$ cat config.mk
export PLATFORM = sky130hd
export DESIGN_NAME = serial_subtractor
export DESIGN_NICKNAME = d
export VERILOG_FILES = /design/src/rtl/sub_pkg.sv /design/src/rtl/full_subtractor.sv /design/src/rtl/serial_subtractor.sv
export SDC_FILE = /design/constraint.sdc
export NUM_CORES = 1
export LEC_CHECK = 0
export ABC_CLOCK_PERIOD_IN_PS = 1900
export CORE_MARGIN = 2
export CORE_UTILIZATION = 36
export CTS_CLUSTER_DIAMETER = 50
export CTS_CLUSTER_SIZE = 24
export DETAILED_ROUTE_END_ITERATION = 7
export GPL_ROUTABILITY_DRIVEN = 0
export PLACE_DENSITY = 0.59
export SLEW_MARGIN = 20
export SYNTH_ARGS = -nofsm -noshare
export SYNTH_HDL_FRONTEND = slang
export SYNTH_HIERARCHICAL = 1
export SYNTH_SLANG_ARGS = --single-unit
$ cat constraint.sdc
create_clock -name clk -period 1.9 [get_ports clk]
set_clock_uncertainty 0.15 [all_clocks]
set_input_delay 0.19 -clock clk [delete_from_list [all_inputs] [get_ports clk]]
set_output_delay 0.19 -clock clk [all_outputs]
set_load 0.1 [all_outputs]
$ cat src/rtl/sub_pkg.sv
//==============================================================================
// Module      : sub_pkg
// Description : Shared FSM state encoding for the bit-serial subtractor.
// Revision    : 1.0 - initial release
//==============================================================================
`default_nettype none

package sub_pkg;

    localparam int c_STATE_W = 2;

    typedef enum logic [c_STATE_W-1:0] {
        IDLE = 2'd0,
        RUN  = 2'd1,
        DONE = 2'd2
    } state_t;

endpackage

`default_nettype wire

$ cat src/rtl/full_subtractor.sv
//==============================================================================
// Module      : full_subtractor
// Description : Single-bit full subtractor cell, d = x - y - bi.
// Revision    : 1.0 - initial release
//==============================================================================
`default_nettype none

module full_subtractor (
    input  logic x,
    input  logic y,
    input  logic bi,
    output logic d,
    output logic bo
);

    assign d  = x ^ y ^ bi;
    assign bo = (~x & y) | (~(x ^ y) & bi);

endmodule

`default_nettype wire

$ cat src/rtl/serial_subtractor.sv
//==============================================================================
// Module      : serial_subtractor
// Description : LSB-first bit-serial subtractor, one result bit per RUN cycle.
//               Define SUB_OVF_EN to add the signed-overflow output ovf.
// Revision    : 1.0 - initial release
//==============================================================================
`default_nettype none

module serial_subtractor
    import sub_pkg::*;
#(
    parameter int WIDTH = 4
) (
    input  logic             clk,
    input  logic             rst_n,
    input  logic             start,
    input  logic [WIDTH-1:0] a,
    input  logic [WIDTH-1:0] b,
    input  logic             bin,
    output logic             ready,
    output logic [WIDTH-1:0] diff,
    output logic             borrow,
    output logic             done
`ifdef SUB_OVF_EN
    ,
    output logic             ovf
`endif
);

    localparam int c_CNT_W = $clog2(WIDTH);

    state_t               r_state;
    state_t               w_state_nxt;
    logic [WIDTH-1:0]     r_a;
    logic [WIDTH-1:0]     r_b;
    logic [WIDTH-1:0]     r_res;
    logic [WIDTH-1:0]     r_diff;
    logic                 r_bw;
    logic                 r_borrow;
    logic                 r_done;
    logic [c_CNT_W-1:0]   r_cnt;
    logic                 w_d;
    logic                 w_bo;
    logic                 w_last;

    full_subtractor u_fs (
        .x  (r_a[0]),
        .y  (r_b[0]),
        .bi (r_bw),
        .d  (w_d),
        .bo (w_bo)
    );

    assign w_last = (r_cnt == c_CNT_W'(WIDTH - 1));

    always_ff @(posedge clk or negedge rst_n) begin
        if (!rst_n) begin
            r_state <= IDLE;
        end else begin
            r_state <= w_state_nxt;
        end
    end

    always_comb begin
        w_state_nxt = r_state;
        case (r_state)
            IDLE:    if (start) w_state_nxt = RUN;
            RUN:     if (w_last) w_state_nxt = DONE;
            DONE:    w_state_nxt = IDLE;
            default: w_state_nxt = IDLE;
        endcase
    end

    // Operands shift right so the cell always sees bit 0; the result fills from the MSB end.
    always_ff @(posedge clk or negedge rst_n) begin
        if (!rst_n) begin
            r_a      <= '0;
            r_b      <= '0;
            r_res    <= '0;
            r_bw     <= 1'b0;
            r_cnt    <= '0;
            r_diff   <= '0;
            r_borrow <= 1'b0;
            r_done   <= 1'b0;
        end else begin
            r_done <= 1'b0;
            case (r_state)
                IDLE: begin
                    if (start) begin
                        r_a   <= a;
                        r_b   <= b;
                        r_bw  <= bin;
                        r_res <= '0;
                        r_cnt <= '0;
                    end
                end
                RUN: begin
                    r_a   <= r_a >> 1;
                    r_b   <= r_b >> 1;
                    r_bw  <= w_bo;
                    r_res <= {w_d, r_res[WIDTH-1:1]};
                    r_cnt <= r_cnt + c_CNT_W'(1);
                end
                DONE: begin
                    r_diff   <= r_res;
                    r_borrow <= r_bw;
                    r_done   <= 1'b1;
                end
                default: ;
            endcase
        end
    end

`ifdef SUB_OVF_EN
    // Operand signs are shifted out during RUN, so keep copies for the overflow test.
    logic r_sa;
    logic r_sb;
    logic r_ovf;

    always_ff @(posedge clk or negedge rst_n) begin
        if (!rst_n) begin
            r_sa  <= 1'b0;
            r_sb  <= 1'b0;
            r_ovf <= 1'b0;
        end else begin
            if (r_state == IDLE && start) begin
                r_sa <= a[WIDTH-1];
                r_sb <= b[WIDTH-1];
            end
            if (r_state == DONE) begin
                r_ovf <= (r_sa ^ r_sb) & (r_res[WIDTH-1] ^ r_sa);
            end
        end
    end

    assign ovf = r_ovf;
`endif

    assign ready  = (r_state == IDLE);
    assign diff   = r_diff;
    assign borrow = r_borrow;
    assign done   = r_done;

endmodule

`default_nettype wire

==> impl_metrics.ini <==
[status]
outcome = finished, final reports clean

[final_layout]
final_cell_mix = dfrtp_1, clkdlybuf4s50_1, buf_4
final_layout_size_suffix_gt1_share_pct = 26.5
nets = 117
final_common_cell = dfrtp_1
antennaDiodeCount = 0
synthToLayoutAreaGrowth_pct = 21.8
seq_area_um2 = 576
n_fill_cell = 276
multi_input_area_um2 = 422
finalNonFillerCells = 133

[timing]
tightest_slew_ps = 449
rsz0062_at_grt = no
fin_tns_setup_ps = 0
fin_crit_sh_pct = 94.5
hold_viol = 0
relSlewSlack_pct = 70.1
fin_ws_ps = 105
fin_crit_ps = 1800
hold-worst-slack_ps = 51.6
setup_viol = 0
slew_viol_final = 0
fmax_mhz = 557

[setup_path]
start_kind = register
arrival_ps = 1460
critical_path.max_stage_delay_ps = 560
criticalPathCategory = register to output pin
crit_buf_inv = 2
crit_fanout = 17
reg2reg_from = r_state[0]
crit_slowest_cell = dfrtp_1
critical-path-top-delay-family = flip-flops
end_kind = output pin
path_cells = buf_4, nor2_2, buf_12
critPathLaunch = r_state[1]
crit_required_ps = 1560

[yosys]
avgSynthCellArea_um2 = 13.0
synth_top_cell_by_area = dfrtp_1
netlist_instances = 82
synth.yosys.seq_area_share_pct = 54.1
yosysWarnings = 6
synth_fp_nets = 96
synth_top_area_share_pct = 54.1
synth.distinct_cells = 24
synthTopCellsByArea = dfrtp_1, mux2_2, o221a_2
ys_seq_elements = 23
syn_area_um2 = 1060

[pwr]
cellLeakagePower_uw = 0.000605
clock_power_share_pct = 9.7
p_int_uw = 1270
p_sw_share_pct = 46.2
vdd_drop_max_mv = 1.15
power_density_nw_per_um2 = 1820
seqPwrFrac_pct = 37.2
p_sw_uw = 1090
combPwrFrac_pct = 53.0

[grt]
grt_max_degree = 24
antenna_found_initial = 0
grt_overflow_total = 0
grt_util_all_layers_pct = 13.5
grt_pass1_wl_um = 3450
grt_pass1_vias = 727

[place]
dp_hpwl_um = 1400
place_inst = 129
io_buffers = 18
dp_slack_ps = 160

[clock_tree]
clockBufferDepth = 2
numCtsBuffers = 3
cts_root_buffer = clkbuf_4
cts_tree = done
cts_setup_buffers = 0
clock_latency_ps = 310
path_clk_slew_ps = 130
clock-sinks = 23
hold_buffers = 0
cts_resized = 0
h-tree-depth = 1

[die]
start_util_pct = 38.2
floorplan.rows = 19
die_area_um2 = 3400
die_h_um = 58.4
core_area_um2 = 2780
io_pins = 19
die_w_um = 58.4

[drt]
dr.pass1.iters = 4
drc = 0
dr.first_iter.drc_count = 18
postRouteAntennaNets = 0
viasPerCell = 5.32
finalWirelength_um = 1910
vias = 707
wl_per_cell_um = 14.4

[worst_hold_path]
hold_path_class = input port to asynchronous set/reset pin

[run]
maxCapViolations = 0
[worst register-to-register path, cell delays in order (launching register included)]
cell,delay [ps]
dfrtp_1,500
buf_4,230
or4b_1,520
o221a_2,140
[layer usage]
metal / vias to the layer above / track usage, % / routed length [um]
met3: 4 / 2.86 / 59
met2: 10 / 20.1 / 873
li1: 342 / - / -
met1: 351 / 19.8 / 950
met5: - / 0 / 0
met4: 0 / 3.99 / 26
[sequential cells by signal, summed over array words and instances (netlist names)]
register  flops
r_state       2
done          1
r_b           4
diff          4
r_cnt         2
r_a           4
r_bw          1
r_res         4
borrow        1
[stage by stage]
step | total power [uW] | util, % | instance area, um2
floorplan | 1850 | - | 1070
global placement | 2140 | 45.6 | 1270
detailed placement | 2150 | 45.6 | 1270
CTS | 2380 | 46.6 | 1290
global route | 2530 | 46.6 | 1290
finish | 2350 | 46.6 | 1290
[cell families after synthesis]
family,share of synthesized area [%]
flops,54.1
simple gates,15.5
compound gates,14.6
buf+inv,6.47
mux,6.23
fa+ha+maj,3.06
[synthesized netlist by cell type]
cell	n
dfrtp_1	23
inv_1	7
a22o_1	5
mux2_2	5
nor3b_1	5
nand2b_1	4
o221a_2	4
or4b_1	4
a211oi_1	3
buf_2	3
nor4b_1	3
a211o_1	2
buf_6	2
nor4bb_1	2
a21oi_1	1
and2_1	1
clkbuf_2	1
fa_1	1
ha_1	1
mux2i_1	1
nor2_1	1
nor2b_1	1
o21ba_2	1
o21bai_2	1
[path summary, 6_finish.rpt]
check / end / slack, ps / cells past startpoint
setup / recovery: ready / 100 / 3
hold / removal: r_a[3] / 50 / 2
setup reg to reg: r_bw / 270 / 3
hold reg to reg: r_cnt[0] / 350 / 1
max in group asynchronous: r_res[3] / 1310 / 2
min in group clk: r_cnt[0] / 350 / 1
[power by group through the flow]
stage | Combinational, uW | Sequential (uW) | Clock [uW]
floorplan | 679 | 1170 | 0
global placement | 1260 | 883 | 0
detailed placement | 1260 | 892 | 0
CTS | 1260 | 879 | 238
global route | 1360 | 910 | 261
finish | 1250 | 876 | 229
[cell type report]
cell class | instances | share of cell area, %
clock buffer | 3 | 1.74
clock inverter | 1 | 0.386
inverter | 7 | 2.03
multi-input combinational | 46 | 32.6
sequential | 23 | 44.4
tap | 31 | 3.00
timing repair buffer | 22 | 15.8
Power figures use the tool's default switching activity.
